`src/rtl/i2c_pkg.sv`:
```
// Shared types and constants for the multi-byte I2C master.
// Holds the FSM states, the quarter-phase codes and the R/W bit encoding.
package i2c_pkg;

  localparam int unsigned BYTE_W = 8;

  typedef enum logic [3:0] {
    S_IDLE,
    S_START,
    S_ADDR,
    S_ADDR_ACK,
    S_WDATA,
    S_WACK,
    S_RDATA,
    S_RACK,
    S_STOP
  } state_e;

  localparam logic [1:0] Q0 = 2'd0;
  localparam logic [1:0] Q1 = 2'd1;
  localparam logic [1:0] Q2 = 2'd2;
  localparam logic [1:0] Q3 = 2'd3;

  localparam logic RW_WRITE = 1'b0;
  localparam logic RW_READ  = 1'b1;

endpackage

```
`src/rtl/i2c_clk_gen.sv`:
```
// Quarter-phase timing for the I2C bit period.
// Freezes while SCL is released but the bus still reads low (clock stretching).
module i2c_clk_gen
  import i2c_pkg::*;
#(
  parameter int unsigned CLK_DIV = 4
) (
  input  logic       clk,
  input  logic       rst,
  input  logic       en,
  input  logic       scl_oe,
  input  logic       scl_in,
  output logic [1:0] phase,
  output logic       tick_c
);

  localparam int unsigned CW = (CLK_DIV > 1) ? $clog2(CLK_DIV) : 1;

  logic [CW-1:0] cnt;
  logic          hold_c;

  assign hold_c = !scl_oe && !scl_in;
  assign tick_c = en && !hold_c && (cnt == CW'(CLK_DIV - 1));

  always_ff @(posedge clk) begin
    if (!rst || !en) begin
      cnt   <= '0;
      phase <= Q0;
    end else if (!hold_c) begin
      if (tick_c) begin
        cnt   <= '0;
        phase <= phase + 2'd1;
      end else begin
        cnt <= cnt + CW'(1);
      end
    end
  end

endmodule

```
`src/rtl/i2c_master_multi.sv`:
```
// Multi-byte I2C master: START, address, N write or read bytes, STOP.
// Bus drive and handshake outputs are registered from the current state and phase.
module i2c_master_multi
  import i2c_pkg::*;
#(
  parameter int unsigned CLK_DIV   = 4,
  parameter int unsigned MAX_BYTES = 4,
  localparam int unsigned LW       = $clog2(MAX_BYTES) + 1
) (
  input  logic          clk,
  input  logic          rst,
  input  logic          start,
  input  logic          read_write,
  input  logic [6:0]    addr,
  input  logic [LW-1:0] len,
  input  logic [7:0]    data_write,
  output logic          wr_req,
  output logic [7:0]    data,
  output logic          rd_valid,
  output logic          busy,
  output logic          done,
  output logic          nack,
  output logic          scl_oe,
  output logic          sda_oe,
  input  logic          scl_in,
  input  logic          sda_in
);

  state_e              state, state_d;
  logic [BYTE_W-1:0]   shreg, shreg_d;
  logic [2:0]          bit_cnt, bit_cnt_d;
  logic [LW-1:0]       bytes_left, bytes_left_d;
  logic                is_read, is_read_d;
  logic                ack_bit, ack_bit_d;
  logic                busy_d, done_d, nack_d, wr_req_d, rd_valid_d;
  logic [BYTE_W-1:0]   data_d;
  logic                scl_oe_d, sda_oe_d;
  logic [LW-1:0]       len_eff_c;
  logic [1:0]          phase;
  logic                tick_c, end_bit_c, sample_c;

  i2c_clk_gen #(.CLK_DIV(CLK_DIV)) u_clk_gen (
    .clk    (clk),
    .rst    (rst),
    .en     (state != S_IDLE),
    .scl_oe (scl_oe),
    .scl_in (scl_in),
    .phase  (phase),
    .tick_c (tick_c)
  );

  assign end_bit_c = tick_c && (phase == Q3);
  assign sample_c  = tick_c && (phase == Q2);

  // Zero means one byte; anything above the buffer depth is clamped.
  always_comb begin
    len_eff_c = len;
    if (len == '0) begin
      len_eff_c = LW'(1);
    end else if (len > LW'(MAX_BYTES)) begin
      len_eff_c = LW'(MAX_BYTES);
    end
  end

  always_ff @(posedge clk) begin
    if (!rst) begin
      state      <= S_IDLE;
      shreg      <= '0;
      bit_cnt    <= '0;
      bytes_left <= '0;
      is_read    <= 1'b0;
      ack_bit    <= 1'b0;
      busy       <= 1'b0;
      done       <= 1'b0;
      nack       <= 1'b0;
      wr_req     <= 1'b0;
      rd_valid   <= 1'b0;
      data       <= '0;
      scl_oe     <= 1'b0;
      sda_oe     <= 1'b0;
    end else begin
      state      <= state_d;
      shreg      <= shreg_d;
      bit_cnt    <= bit_cnt_d;
      bytes_left <= bytes_left_d;
      is_read    <= is_read_d;
      ack_bit    <= ack_bit_d;
      busy       <= busy_d;
      done       <= done_d;
      nack       <= nack_d;
      wr_req     <= wr_req_d;
      rd_valid   <= rd_valid_d;
      data       <= data_d;
      scl_oe     <= scl_oe_d;
      sda_oe     <= sda_oe_d;
    end
  end

  always_comb begin
    state_d      = state;
    shreg_d      = shreg;
    bit_cnt_d    = bit_cnt;
    bytes_left_d = bytes_left;
    is_read_d    = is_read;
    ack_bit_d    = ack_bit;
    busy_d       = busy;
    nack_d       = nack;
    data_d       = data;
    done_d       = 1'b0;
    wr_req_d     = 1'b0;
    rd_valid_d   = 1'b0;
    scl_oe_d     = (state != S_IDLE) && (phase <= Q1);
    sda_oe_d     = 1'b0;

    case (state)
      S_IDLE: begin
        scl_oe_d = 1'b0;
        if (start) begin
          state_d      = S_START;
          busy_d       = 1'b1;
          nack_d       = 1'b0;
          shreg_d      = {addr, read_write};
          is_read_d    = (read_write == RW_READ);
          bytes_left_d = len_eff_c;
          bit_cnt_d    = '0;
        end
      end

      // SDA falls in Q2 with SCL still released, SCL follows in Q3.
      S_START: begin
        scl_oe_d = (phase == Q3);
        sda_oe_d = (phase >= Q2);
        if (end_bit_c) begin
          state_d = S_ADDR;
        end
      end

      S_ADDR: begin
        sda_oe_d = !shreg[7];
        if (end_bit_c) begin
          if (bit_cnt == 3'd7) begin
            bit_cnt_d = '0;
            state_d   = S_ADDR_ACK;
          end else begin
            bit_cnt_d = bit_cnt + 3'd1;
            shreg_d   = {shreg[6:0], 1'b0};
          end
        end
      end

      // The requested byte is on data_write while wr_req is high; drive its MSB directly.
      S_WDATA: begin
        sda_oe_d = wr_req ? !data_write[7] : !shreg[7];
        if (wr_req) begin
          shreg_d = data_write;
        end
        if (end_bit_c) begin
          if (bit_cnt == 3'd7) begin
            bit_cnt_d = '0;
            state_d   = S_WACK;
          end else begin
            bit_cnt_d = bit_cnt + 3'd1;
            shreg_d   = {shreg[6:0], 1'b0};
          end
        end
      end

      S_ADDR_ACK, S_WACK: begin
        if (sample_c) begin
          ack_bit_d = sda_in;
        end
        if (end_bit_c) begin
          if (ack_bit) begin
            nack_d  = 1'b1;
            state_d = S_STOP;
          end else if (state == S_ADDR_ACK) begin
            state_d  = is_read ? S_RDATA : S_WDATA;
            wr_req_d = !is_read;
          end else if (bytes_left == LW'(1)) begin
            state_d = S_STOP;
          end else begin
            bytes_left_d = bytes_left - LW'(1);
            state_d      = S_WDATA;
            wr_req_d     = 1'b1;
          end
        end
      end

      S_RDATA: begin
        if (sample_c) begin
          shreg_d = {shreg[6:0], sda_in};
          if (bit_cnt == 3'd7) begin
            data_d     = {shreg[6:0], sda_in};
            rd_valid_d = 1'b1;
          end
        end
        if (end_bit_c) begin
          if (bit_cnt == 3'd7) begin
            bit_cnt_d = '0;
            state_d   = S_RACK;
          end else begin
            bit_cnt_d = bit_cnt + 3'd1;
          end
        end
      end

      S_RACK: begin
        sda_oe_d = (bytes_left != LW'(1));
        if (end_bit_c) begin
          if (bytes_left == LW'(1)) begin
            state_d = S_STOP;
          end else begin
            bytes_left_d = bytes_left - LW'(1);
            state_d      = S_RDATA;
          end
        end
      end

      // SDA held low through Q2 so it rises only after SCL is released.
      S_STOP: begin
        sda_oe_d = (phase != Q3);
        if (end_bit_c) begin
          state_d = S_IDLE;
          busy_d  = 1'b0;
          done_d  = 1'b1;
        end
      end

      default: begin
        state_d = S_IDLE;
      end
    endcase
  end

endmodule

```
`config.mk`:
```
export PLATFORM = sky130hd
export DESIGN_NAME = i2c_master_multi
export DESIGN_NICKNAME = d
export VERILOG_FILES = /design/src/rtl/i2c_pkg.sv /design/src/rtl/i2c_clk_gen.sv /design/src/rtl/i2c_master_multi.sv
export SDC_FILE = /design/constraint.sdc
export NUM_CORES = 1
export LEC_CHECK = 0
export CORE_MARGIN = 1.5
export CORE_UTILIZATION = 50
export DETAILED_ROUTE_END_ITERATION = 16
export PLACE_DENSITY = 0.8
export SLEW_MARGIN = 20
export SYNTH_ARGS = -nofsm -noshare
export SYNTH_HDL_FRONTEND = slang
export SYNTH_SLANG_ARGS = --single-unit
```
`constraint.sdc`:
```
create_clock -name clk -period 2.3 [get_ports clk]
set_clock_uncertainty 0.15 [all_clocks]
set_input_delay 0.46 -clock clk [delete_from_list [all_inputs] [get_ports clk]]
set_output_delay 0.46 -clock clk [all_outputs]
set_load 0.01 [all_outputs]
```
==> summary.txt, run 1 <==
Clock network
  – # H-tree levels: 2
  – Deepest clock path buffer count: 2
  – Root buffer selected by CTS: sky130_fd_sc_hd__clkbuf_8
  – TritonCTS clock tree: built
  – Count of hold-fix buffers inserted at cts: 0
  – Clock-pin slew reported for the worst setup and hold paths after clock tree synthesis: 0.08 ns
  – TritonCTS Buffers: 5
  – Number of sinks on the clock net: 39
  – Insertion delay of the later-clocked pin in the worst-skew pair: 0.30 ns
  – Buffers inserted by post-CTS timing repair: 0
  – Post-cts sizing count: 0

Power and ir drop
  – Relative contribution of the clock network to total power: 28.4%
  – PD cells: about 820 mW/mm^2
  – Worst IR Drop VDD: 0.000395 V
  – Logic gate share of total power: 35.0%
  – Sequential fraction of design power: 36.5%
  – Switching power of the nets: 0.000835 W
  – Leakage power: 1.15 nW
  – Internal power: 0.00157 W
  – Fraction of power spent switching nets: 34.7%
  – Total Power Consumption: 0.00240 W

Yosys
  – Number of synthesized flops with an enable pin: 0
  – Dominant register cell in the synthesized netlist: sky130_fd_sc_hd__dfxtp_1
  – Dominant combinational cell family by area after synthesis: compound AO/OA/AOI/OAI gates
  – Cell taking the most area after synthesis: sky130_fd_sc_hd__dfxtp_1
  – Top post-synthesis cells by area: sky130_fd_sc_hd__dfxtp_1 35%, sky130_fd_sc_hd__mux2i_1 5.8%, sky130_fd_sc_hd__nor2_1 5.0%, sky130_fd_sc_hd__o32ai_1 4.7%, sky130_fd_sc_hd__ha_1 4.5%
  – Multiplexer fraction of the synthesized cell area: 5.83%
  – Post-synthesis instance total: 272
  – Basic-gate share of the synthesized area counting and, or, nand and nor cells: about 20%
  – Number of distinct library cell variants in the gate-level netlist after synthesis: 57
  – Count leader, synth: sky130_fd_sc_hd__dfxtp_1
  – Compound-cell area share of the yosys netlist: 26.9%
  – Share of Yosys cell area claimed by the top area cell type: 35.0%
  – Synthesized cell area: 0.00223 mm^2
  – Post-synthesis async set-or-reset flop share: 0%
  – Synth cell count leaders: 39 x sky130_fd_sc_hd__dfxtp_1, 30 x sky130_fd_sc_hd__nor2_1, 15 x sky130_fd_sc_hd__a21oi_1, 15 x sky130_fd_sc_hd__inv_1, 15 x sky130_fd_sc_hd__nand2_1
  – Net Count, Synth: 304
  – Sequential share of the synthesized area: 35.0%
  – Synth Area per Inst: 8.21 um^2
  – Area share of xor/xnor cells in the synthesized design: 0.784%
  – Yosys reg bits: 39
  – Total number of yosys warnings: 0
  – Area share of fa/ha/maj cells after synthesis: approximately 4.5%

Routing
  – Number of vias in the routed layout: ~2200
  – 1st-pass router iterations: 4
  – DRC marker count from the first detailed-route iteration: 223
  – Number of antenna-violating nets in the routed design: 0
  – DRC viols: 0
  – Vias per cell: 5.89
  – Drt wl/cell: 15.5 um
  – Final Routed Wirelength: 5.86 mm

Final layout
  – Antenna Cells: 0
  – Share of post-route cells with drive strength above 1: 11.4%
  – NumNets Final: approximately 360
  – Area growth from synthesis to final layout: 31.1%
  – Final cell count without fillers: 377
  – Post-Route Utilization: 67.7%

Floorplan
  – IO Pins: 39
  – Floorplan core area: 0.00432 mm^2
  – Die width: 69.8 um
  – Die height: 69.8 um
  – Number of cell rows: 24
  – Starting Density: 51.6%
  – Total die area: 0.00488 mm^2

Outcome
  – Result of the run: finished clean

STA
  – RSZ-0062 raised after global routing: no
  – Achievable Freq: about 0.47 GHz
  – Final setup violating endpoints: 0
  – Max Transition Viols Final: 0
  – Relative max-transition margin: 61.3%
  – Number of hold violations in the final report: 0
  – Setup tns final: 0 ns
  – Least-Margin Pin Slew: 0.576 ns
  – Final critical-path required period: 2.15 ns
  – Final clock period utilization by the worst path: 93.3%
  – Least setup slack across all paths after layout: 0.155 ns

Placement
  – Weighted congestion reported at the end of routability-driven placement: around 1
  – HPWL after detailed placement: 4.25 mm
  – Count of placed standard cells including taps: between 300 and 400
  – Worst slack at placement: -0.145 ns
  – Number of port buffers: 38

GRT
  – Largest net degree at the start of global routing: 23
  – Antenna violations before repair: 0
  – Wire length of the first global-routing pass: 9.69 mm
  – Overall routing resource usage: 24.6%
  – Grt total ovfl: 0
  – Vias in the first global route: between 2000 and 2500

Critical path
  – Critical Path Start Type: input pin
  – Worst setup EP type: flip-flop
  – Critical path required time: 2.35 ns
  – Largest fanout of any net on the critical path: 7
  – Crit path kind: in -> reg
  – Crit path arrival time: 2.20 ns

Run
  – Max cap viols: 0

Hold path
  – Worst min-delay path class: reg -> reg
[flip-flops by register name, indices dropped and copies added, names as in the netlist, 2 cells and up]
signal,count
data,8
shreg,8
state,4
bit_cnt,3
bytes_left,3
u_clk_gen.cnt,2
u_clk_gen.phase,2
[area by class of cell]
type / count / area [um^2]
clock buffers: 6 / 72.6
fillers: 376 / 1400
flip-flops and latches: 39 / 781
inverters: 18 / 67.6
well taps: 52 / 65.1
clock inverters: 2 / 60.1
repair buffers: 64 / 588
multi-input cells: 196 / 1290
[kinds of logic after synthesis]
| logic type | count (synthesis) |
|---|---|
| and+or+nand+nor | 88 |
| AOI/OAI and AO/OA | 85 |
| buffers and inverters | 37 |
| xor gates and xnor gates | 2 |
| muxes | 13 |
| adders and majority gates | 8 |
| DFF | 39 |
[cell usage in the layout (no fill, tap or decap), types with 2 or more instances in the layout]
| cell | n |
|---|---|
| sky130_fd_sc_hd__o211a_1 | 2 |
| sky130_fd_sc_hd__nand2b_1 | 4 |
| sky130_fd_sc_hd__or2_1 | 2 |
| sky130_fd_sc_hd__a221oi_1 | 3 |
| sky130_fd_sc_hd__o211ai_1 | 4 |
| sky130_fd_sc_hd__nor4_1 | 2 |
| sky130_fd_sc_hd__clkdlybuf4s50_1 | 38 |
| sky130_fd_sc_hd__o22ai_1 | 3 |
| sky130_fd_sc_hd__nand2_1 | 15 |
| sky130_fd_sc_hd__and3_1 | 2 |
| sky130_fd_sc_hd__nor3_1 | 11 |
| sky130_fd_sc_hd__nand4_1 | 4 |
| sky130_fd_sc_hd__mux2i_1 | 13 |
| sky130_fd_sc_hd__inv_1 | 15 |
| sky130_fd_sc_hd__o21ai_1 | 4 |
| sky130_fd_sc_hd__o21ai_0 | 14 |
| sky130_fd_sc_hd__buf_4 | 25 |
| sky130_fd_sc_hd__clkbuf_8 | 5 |
| sky130_fd_sc_hd__nand3_1 | 3 |
| sky130_fd_sc_hd__a211oi_1 | 5 |
| sky130_fd_sc_hd__bufinv_16 | 2 |
| sky130_fd_sc_hd__o32ai_1 | 12 |
| sky130_fd_sc_hd__o31ai_1 | 4 |
| sky130_fd_sc_hd__nor2b_1 | 4 |
| sky130_fd_sc_hd__a21oi_1 | 15 |
| sky130_fd_sc_hd__a22oi_1 | 2 |
| sky130_fd_sc_hd__or3_1 | 2 |
| sky130_fd_sc_hd__inv_2 | 2 |
| sky130_fd_sc_hd__nor3b_1 | 2 |
| sky130_fd_sc_hd__ha_1 | 8 |
| sky130_fd_sc_hd__o2111ai_1 | 2 |
| sky130_fd_sc_hd__xnor2_1 | 2 |
| sky130_fd_sc_hd__a311oi_1 | 2 |
| sky130_fd_sc_hd__nor2_1 | 30 |
| sky130_fd_sc_hd__dfxtp_1 | 39 |
[per-stage QoR]
| step | hold WS (ns) | area (um^2) |
|---|---|---|
| 6_report | 0.331 | 2930 |
| 5_1_grt | 0.353 | 2930 |
| 4_1_cts | 0.326 | 2930 |
| 3_5_place_dp | 0.316 | 2800 |
| 3_3_place_gp | 0.296 | 2800 |
| 2_1_floorplan | 0.286 | 2230 |
[power groups by stage]
stage | registers, W | clock network, W | logic (W)
after detailed placement | 0.000889 | 0 | 0.000824
after global routing | 0.000893 | 0.000723 | 0.000934
after global placement | 0.000888 | 0 | 0.000811
after CTS | 0.000874 | 0.000693 | 0.000832
after floorplan | 0.000833 | 0 | 0.000601
final | 0.000878 | 0.000684 | 0.000842
[final timing paths]
check | slack (ns) | cells past startpoint | startpoint | to
max | 0.15 | 5 | scl_in | shreg[6]
min | 0.33 | 2 | u_clk_gen.cnt[1] | u_clk_gen.cnt[1]
max reg2reg | 0.21 | 6 | bit_cnt[0] | shreg[6]
min reg2reg | 0.33 | 2 | u_clk_gen.cnt[1] | u_clk_gen.cnt[1]
[critical path: stages]
cell	delay (ns)
sky130_fd_sc_hd__clkdlybuf4s50_1	0.55
sky130_fd_sc_hd__o211a_1	0.21
sky130_fd_sc_hd__a221oi_1	0.08
sky130_fd_sc_hd__or4_1	0.56
sky130_fd_sc_hd__o32ai_1	0.34
[layer usage]
metal	up-vias	part of all wire, %	global-route usage (%)
met2	75	48	39.5
met3	8	5.9	5.09
met5	-	0	0
li1	1117	-	-
met4	0	1.3	9.40
met1	1022	45	32.6
Note: power is estimated with default switching activity, not from simulation.
==> run 2: changes to the inputs <==
SYNTH_HIERARCHICAL = 1   (was unset)
==> run 2 against run 1 <==
Against the previous run: utilization shrank 1.7 points; maximum frequency shrank 1.6%; wire length grew 2.8%; non-clock buffer count shrank 8; sequential power shrank 16%; critical path type is now reg -> reg.
==> summary.txt, run 2 <==
Outcome
  – Result of the run: finished clean

STA
  – Final clock period utilization by the worst path: 94.8% (+1.5 points)
  – Number of hold violations in the final report: 0 (unchanged)
  – Final critical-path required period: 2.18 ns (+0.0345 ns)
  – Least-Margin Pin Slew: 0.595 ns (+0.0190 ns)
  – Hold_ws: 0.326 ns (-0.00526 ns)
  – Max Transition Viols Final: 0 (unchanged)
  – Final setup violating endpoints: 0 (unchanged)
  – Least setup slack across all paths after layout: 0.120 ns (-0.0345 ns)
  – Achievable Freq: 0.459 GHz (-1.6%)
  – Relative max-transition margin: 60.1% (-1.1 points)

Yosys
  – Synth Area per Inst: 8.51 um^2 (+3.6%)
  – Cell taking the most area after synthesis: sky130_fd_sc_hd__dfxtp_1
  – Net Count, Synth: 302 (-0.66%)
  – Post-synthesis async set-or-reset flop share: 0% (unchanged)
  – Total number of yosys warnings: 6 (+6)
  – Number of distinct library cell variants in the gate-level netlist after synthesis: 57 (unchanged)
  – Top post-synthesis cells by area: sky130_fd_sc_hd__dfxtp_1 34%, sky130_fd_sc_hd__mux2i_1 7.8%, sky130_fd_sc_hd__nand3_1 4.3%, sky130_fd_sc_hd__nor2_1 3.6%, sky130_fd_sc_hd__a21oi_1 3.5%
  – Count leader, synth: sky130_fd_sc_hd__dfxtp_1
  – Sequential share of the synthesized area: 33.7% (-1.2 points)
  – Yosys reg bits: 39 (unchanged)
  – Share of Yosys cell area claimed by the top area cell type: 33.7% (-1.2 points)
  – Post-synthesis instance total: 272 (unchanged)
  – Dominant register cell in the synthesized netlist: sky130_fd_sc_hd__dfxtp_1
  – Synth cell count leaders: 39 x sky130_fd_sc_hd__dfxtp_1, 22 x sky130_fd_sc_hd__nor2_1, 20 x sky130_fd_sc_hd__nand3_1
  – Synthesized cell area: 0.00231 mm^2 (+3.6%)
  – Number of synthesized flops with an enable pin: 0 (unchanged)

Clock network
  – Post-cts sizing count: 0 (unchanged)
  – Root buffer selected by CTS: sky130_fd_sc_hd__clkbuf_8
  – TritonCTS clock tree: built
  – Insertion delay of the later-clocked pin in the worst-skew pair: 0.28 ns (-0.02 ns)
  – Number of sinks on the clock net: 39 (unchanged)
  – TritonCTS Buffers: 5 (unchanged)
  – # H-tree levels: 2 (unchanged)
  – Count of hold-fix buffers inserted at cts: 0 (unchanged)
  – Deepest clock path buffer count: 2 (unchanged)
  – Clock-pin slew reported for the worst setup and hold paths after clock tree synthesis: 0.08 ns (about the same)
  – Buffers inserted by post-CTS timing repair: 0 (unchanged)

GRT
  – Grt total ovfl: 0 (unchanged)
  – Vias in the first global route: 2054 (-2.2%)
  – Antenna violations before repair: 0 (unchanged)
  – Wire length of the first global-routing pass: 9.83 mm (+1.5%)
  – Overall routing resource usage: 24.2% (-0.47 points)
  – Largest net degree at the start of global routing: 22 (-4.3%)

Final layout
  – NumNets Final: 349 (-2.0%)
  – Area taken by flip-flops and latches: 781 um^2 (unchanged)
  – Top flop regs: data: 8 flops, shreg: 8 flops, state: 4 flops
  – Most common cell after layout, fill and taps aside: sky130_fd_sc_hd__dfxtp_1
  – Multi-input logic area: 0.00141 mm^2 (+8.9%)
  – Commonest cells after routing, fill and taps aside: 39 x sky130_fd_sc_hd__dfxtp_1, 38 x sky130_fd_sc_hd__clkdlybuf4s50_1, 21 x sky130_fd_sc_hd__nor2_1
  – Antenna Cells: 0 (unchanged)
  – Area growth from synthesis to final layout: 25.8%
  – Filler cell count in the final layout: 375 (-0.27%)
  – Share of post-route cells with drive strength above 1: 13.1% (+1.7 points)
  – Final cell count without fillers: 372 (-1.3%)
  – Post-Route Utilization: 66.0% (-1.7 points)

Placement
  – HPWL after detailed placement: 4.34 mm (+2.0%)
  – Weighted congestion reported at the end of routability-driven placement: 0.908 (-6.5%)
  – Number of port buffers: 38 (unchanged)
  – Worst slack at placement: -0.179 ns (-0.0333 ns)
  – Count of placed standard cells including taps: 364 (-1.4%)

Routing
  – 1st-pass router iterations: 5 (+1)
  – Length of routed met3 wiring: 496 um (+43%)
  – Final Routed Wirelength: 6.02 mm (+2.8%)
  – Number of vias in the routed layout: 2285 (+2.8%)
  – DRC marker count from the first detailed-route iteration: 229 (+2.7%)
  – Highest layer used for signal routing: met4
  – Vias per cell: 6.14 (+4.2%)
  – Routed length on met1: 2.72 mm (+3.4%)
  – DRC viols: 0 (unchanged)
  – Number of antenna-violating nets in the routed design: 0 (unchanged)
  – Met2 routed wirelength: 2.73 mm (-2.5%)
  – Drt wl/cell: 16.2 um (+4.2%)

Floorplan
  – IO Pins: 39 (unchanged)
  – Starting Density: 52.4% (+0.79 points)
  – Number of cell rows: 24 (unchanged)
  – Floorplan core area: 0.00441 mm^2 (+2.1%)
  – Die height: 71.0 um (+1.7%)
  – Die width: 71.0 um (+1.7%)
  – Total die area: 0.00505 mm^2 (+3.5%)

Critical path
  – Critical path required time: 2.30 ns (-0.05 ns)
  – Crit path kind: reg -> reg
  – Critical Path Start Type: flip-flop
  – Worst setup EP type: flip-flop
  – Crit path arrival time: 2.18 ns (-0.02 ns)
  – Largest fanout of any net on the critical path: 7 (unchanged)

Hold path
  – Worst min-delay path class: reg -> reg

Power and ir drop
  – Leakage power: 1.15 nW (-0.52%)
  – Total Power Consumption: 0.00161 W (-33%)
  – Worst IR Drop VDD: 0.000293 V (-26%)
  – PD cells: 553 mW/mm^2 (-33%)

Run
  – Max cap viols: 0 (unchanged)
-- run 2: cell count changes after synthesis, sizes merged, moves of 3 or more --
cell,before,now
o31ai,4,9
o32ai,12,3
o211a,3,0
nor2,30,23
and2,0,4
nor3,11,16
a211oi,6,1
clkbuf,9,4
inv,17,8
mux2i,13,18
nand3,3,20
-- run 2: power by group --
| group | leakage, nW | internal, W | switching, W |
|---|---|---|---|
| registers | 0.317 | 0.000711 | 0.0000277 |
| logic | 0.780 | 0.000161 | 0.000207 |
| clock network | 0.0515 | 0.000274 | 0.000230 |
-- run 2: logic make-up (layout without fill, tap and decap cells) --
group | Yosys count | count (layout) | share of synthesized area, %
adders and majority gates | 6 | 6 | 3.24
xor gates and xnor gates | 1 | 1 | 0.378
muxes | 20 | 20 | 8.76
DFF | 39 | 39 | 33.7
and+or+nand+nor | 113 | 113 | 27.6
buffers and inverters | 24 | 72 | 5.73
AOI/OAI and AO/OA | 69 | 69 | 20.6
-- run 2: cell type report --
class	count	area share (%)
Clock buffer	8	3.44
Inverter	8	1.03
Multi-Input combinational cell	209	48.4
Sequential cell	39	26.8
Tap cell	52	2.23
Timing Repair Buffer	56	18.1
-- run 2: final timing paths --
path                         start               end  slack, ns  cells after the start
setup / recovery        bit_cnt[0]          shreg[2]       0.12                      6
hold / removal    u_clk_gen/cnt[1]  u_clk_gen/cnt[1]       0.33                      2
setup reg to reg        bit_cnt[0]          shreg[2]       0.12                      6
hold reg to reg   u_clk_gen/cnt[1]  u_clk_gen/cnt[1]       0.33                      2
-- run 2: worst max-delay path: stages (launching register included) --
cell and delay, ns:
sky130_fd_sc_hd__dfxtp_1 0.33, sky130_fd_sc_hd__ha_1 0.22, sky130_fd_sc_hd__ha_1 0.24, sky130_fd_sc_hd__or3b_1 0.36, sky130_fd_sc_hd__a2111o_1 0.54, sky130_fd_sc_hd__nand3_1 0.14, sky130_fd_sc_hd__o31ai_1 0.07
-- run 2: metal layers --
metal / global-route usage [%] / vias to the layer above
li1: - / 1099
met1: 35.8 / 1062
met2: 35.8 / 115
met3: 4.13 / 9
met4: 7.55 / 0
met5: 0 / -
-- run 2: per-stage QoR --
step	setup TNS (ns)	area [um^2]
after global placement	-1.12	2810
after detailed placement	-1.68	2810
after global routing	-0.0828	2910
final	0	2910
after CTS	0	2910
after floorplan	0	2320
==> run 3: changes to the inputs <==
ABC_CLOCK_PERIOD_IN_PS = 2300   (was unset)
CORE_UTILIZATION = 32   (was 50)
PLACE_DENSITY = unset   (was 0.8)
==> run 3 against run 2 <==
Against the previous run: wire length rose by 6.3%; count of clock-buffer cells in the layout down 3; combinational power rose by 1%; utilization is 23 points lower; largest power group unchanged.
==> summary.txt, run 3 (synthesis gave the netlist of run 2 again) <==
Critical path
  – Critical Path Start Type: flip-flop
  – Crit path arrival time: 2.21 ns (+0.03 ns)
  – Worst path depth: 8 (+2)
  – Worst setup EP type: flip-flop
  – Startpoint of the worst-slack reg-to-reg timing path: u_clk_gen/cnt[0]
  – Largest delay contributor family on the critical path: simple AND/OR/NAND/NOR gates
  – Critical path required time: 2.35 ns (+0.05 ns)
  – Total buffers and inverters traversed by the critical path: 1 (+1)
  – Ordered list of cells on the worst path: ha_1, nand2_1, nor2_4, and3_1, buf_4, o32ai_2, or2_1, o31ai_1
  – Crit path kind: reg -> reg
  – Largest fanout of any net on the critical path: 6 (-1)
  – End of the worst register-to-register path: state[1]
  – Highest cell delay on the worst timing path: 0.36 ns (-0.18 ns)
  – Flop-to-flop setup slack: 0.14 ns (+0.02 ns)
  – Number of cell instances on the worst register-to-register path: 8 (+2)
  – Slowest cell on the critical path: sky130_fd_sc_hd__dfxtp_1

Routing
  – 1st-pass router iterations: 4 (-1)
  – Final Routed Wirelength: 6.40 mm (+6.3%)
  – Number of antenna-violating nets in the routed design: 0 (unchanged)
  – Number of vias in the routed layout: 2237 (-2.1%)
  – Drt wl/cell: 15.3 um (-5.4%)
  – Vias per cell: 5.35 (-13%)
  – DRC viols: 0 (unchanged)
  – DRC marker count from the first detailed-route iteration: 224 (-2.2%)

Clock network
  – TritonCTS clock tree: built
  – Buffers inserted by post-CTS timing repair: 0 (unchanged)
  – Root buffer selected by CTS: sky130_fd_sc_hd__clkbuf_8
  – Insertion delay of the later-clocked pin in the worst-skew pair: 0.30 ns (+0.02 ns)
  – TritonCTS Buffers: 5 (unchanged)
  – Clock-pin slew reported for the worst setup and hold paths after clock tree synthesis: 0.08 ns (about the same)
  – # H-tree levels: 2 (unchanged)
  – Number of sinks on the clock net: 39 (unchanged)
  – Deepest clock path buffer count: 2 (unchanged)

GRT
  – Largest net degree at the start of global routing: 22 (unchanged)
  – Overall routing resource usage: 17.2% (-6.9 points)
  – Vias in the first global route: 2121 (+3.3%)
  – Wire length of the first global-routing pass: 10.4 mm (+5.5%)
  – Antenna violations before repair: 0 (unchanged)
  – Grt total ovfl: 0 (unchanged)

Placement
  – HPWL after detailed placement: 4.55 mm (+4.9%)
  – Weighted congestion reported at the end of routability-driven placement: 0.867 (-4.5%)
  – Number of port buffers: 38 (unchanged)
  – Count of placed standard cells including taps: 410 (+13%)
  – Total placed instance area: 0.00288 mm^2 (+2.5%)

Hold path
  – Worst Min Path Start: u_clk_gen/cnt[1]
  – Endpoint with the worst hold slack: u_clk_gen/cnt[1]
  – Instance count along the most critical hold path: 2 (unchanged)
  – Worst min-delay path class: reg -> reg

STA
  – Final setup violating endpoints: 0 (unchanged)
  – Least-Margin Pin Slew: 0.542 ns (-0.0536 ns)
  – Max Transition Viols Final: 0 (unchanged)
  – Hold_ws: 0.312 ns (-0.0135 ns)
  – Achievable Freq: 0.463 GHz (+0.85%)
  – Final clock period utilization by the worst path: 94.0% (-0.80 points)
  – Number of hold violations in the final report: 0 (unchanged)
  – Setup tns final: 0 ns (unchanged)
  – RSZ-0062 raised after global routing: no
  – Relative max-transition margin: 63.7% (+3.6 points)
  – Final critical-path required period: 2.16 ns (-0.0184 ns)

Run
  – Max cap viols: 0 (unchanged)

Power and ir drop
  – Worst IR Drop VDD: 0.000271 V (-7.7%)
  – PD cells: 567 mW/mm^2 (+2.6%)
  – Leakage power: 1.17 nW (+1.5%)

Final layout
  – Share of post-route cells with drive strength above 1: 14.0% (+0.85 points)
  – Antenna Cells: 0 (unchanged)
  – NumNets Final: 351 (+0.57%)
  – Area growth from synthesis to final layout: 29.4%
  – Post-layout instance area: 0.00300 mm^2 (+2.8%)
  – Commonest cells after routing, fill and taps aside: 39 x sky130_fd_sc_hd__dfxtp_1, 38 x sky130_fd_sc_hd__clkdlybuf4s50_1, 21 x sky130_fd_sc_hd__nor2_1
  – Top flop regs: data: 8 flops, shreg: 8 flops, state: 4 flops
  – Most common cell after layout, fill and taps aside: sky130_fd_sc_hd__dfxtp_1
  – Final cell count without fillers: 418 (+12%)

Floorplan
  – Number of cell rows: 30 (+25%)
  – Starting Density: 33.5% (-19 points)
  – Die width: 88.1 um (+24%)
  – Die height: 88.1 um (+24%)
  – Floorplan core area: 0.00691 mm^2 (+56%)
  – Total die area: 0.00775 mm^2 (+54%)
  – IO Pins: 39 (unchanged)

Outcome
  – Result of the run: finished clean
-- run 3: area by class of cell --
class	count	area, um^2
clock buffers	5	68.8
clock inverters	3	43.8
fillers	705	3910
inverters	8	30.0
multi-input cells	209	1410
flip-flops and latches	39	781
well taps	96	120
repair buffers	58	543
-- run 3: per-layer routing --
layer / GRT usage (%) / part of all wire (%) / routed length [um]
met1: 22.9 / 48 / 3050
met2: 27.2 / 45 / 2880
met3: 3.77 / 5.5 / 353
met4: 6.82 / 1.9 / 122
met5: 0 / 0 / 0
-- run 3: what timing repair did --
item                       in CTS  in global routing
gates resized for setup         0                  1
hold buffers                    0                  0
setup endpoints to repair       0                  1
-- run 3: worst max path at each step --
stage	from	slack, ns	endpoint
after floorplan	state[3]	0.07	bytes_left[1]
after global placement	scl_in	-0.17	bytes_left[1]
after detailed placement	scl_in	-0.19	state[1]
after CTS	scl_in	0.04	state[1]
after global routing	u_clk_gen/cnt[0]	0.01	state[1]
final	u_clk_gen/cnt[0]	0.14	state[1]
-- run 3: worst register-to-register path: stages (launching register included) --
cell,delay (ns)
sky130_fd_sc_hd__dfxtp_1,0.36
sky130_fd_sc_hd__ha_1,0.21
sky130_fd_sc_hd__nand2_1,0.13
sky130_fd_sc_hd__nor2_4,0.19
sky130_fd_sc_hd__and3_1,0.23
sky130_fd_sc_hd__buf_4,0.14
sky130_fd_sc_hd__o32ai_2,0.09
sky130_fd_sc_hd__or2_1,0.27
sky130_fd_sc_hd__o31ai_1,0.29
-- run 3: per-stage QoR --
step	setup slack (ns)	power, W	util (%)
CTS	0.0428	0.00171	43.3
finish	0.139	0.00170	43.4
global route	0.0117	0.00177	43.4
global placement	-0.173	0.00112	41.7
detailed placement	-0.190	0.00112	41.7
floorplan	0.0720	0.000986	-
-- run 3: power by group --
group          total, W  internal [W]  switching, W  leakage (nW)
combinational  0.000372      0.000162      0.000210         0.790
clock          0.000590      0.000323      0.000266        0.0581
sequential     0.000737      0.000710     0.0000267         0.317
total           0.00170       0.00120      0.000503          1.17
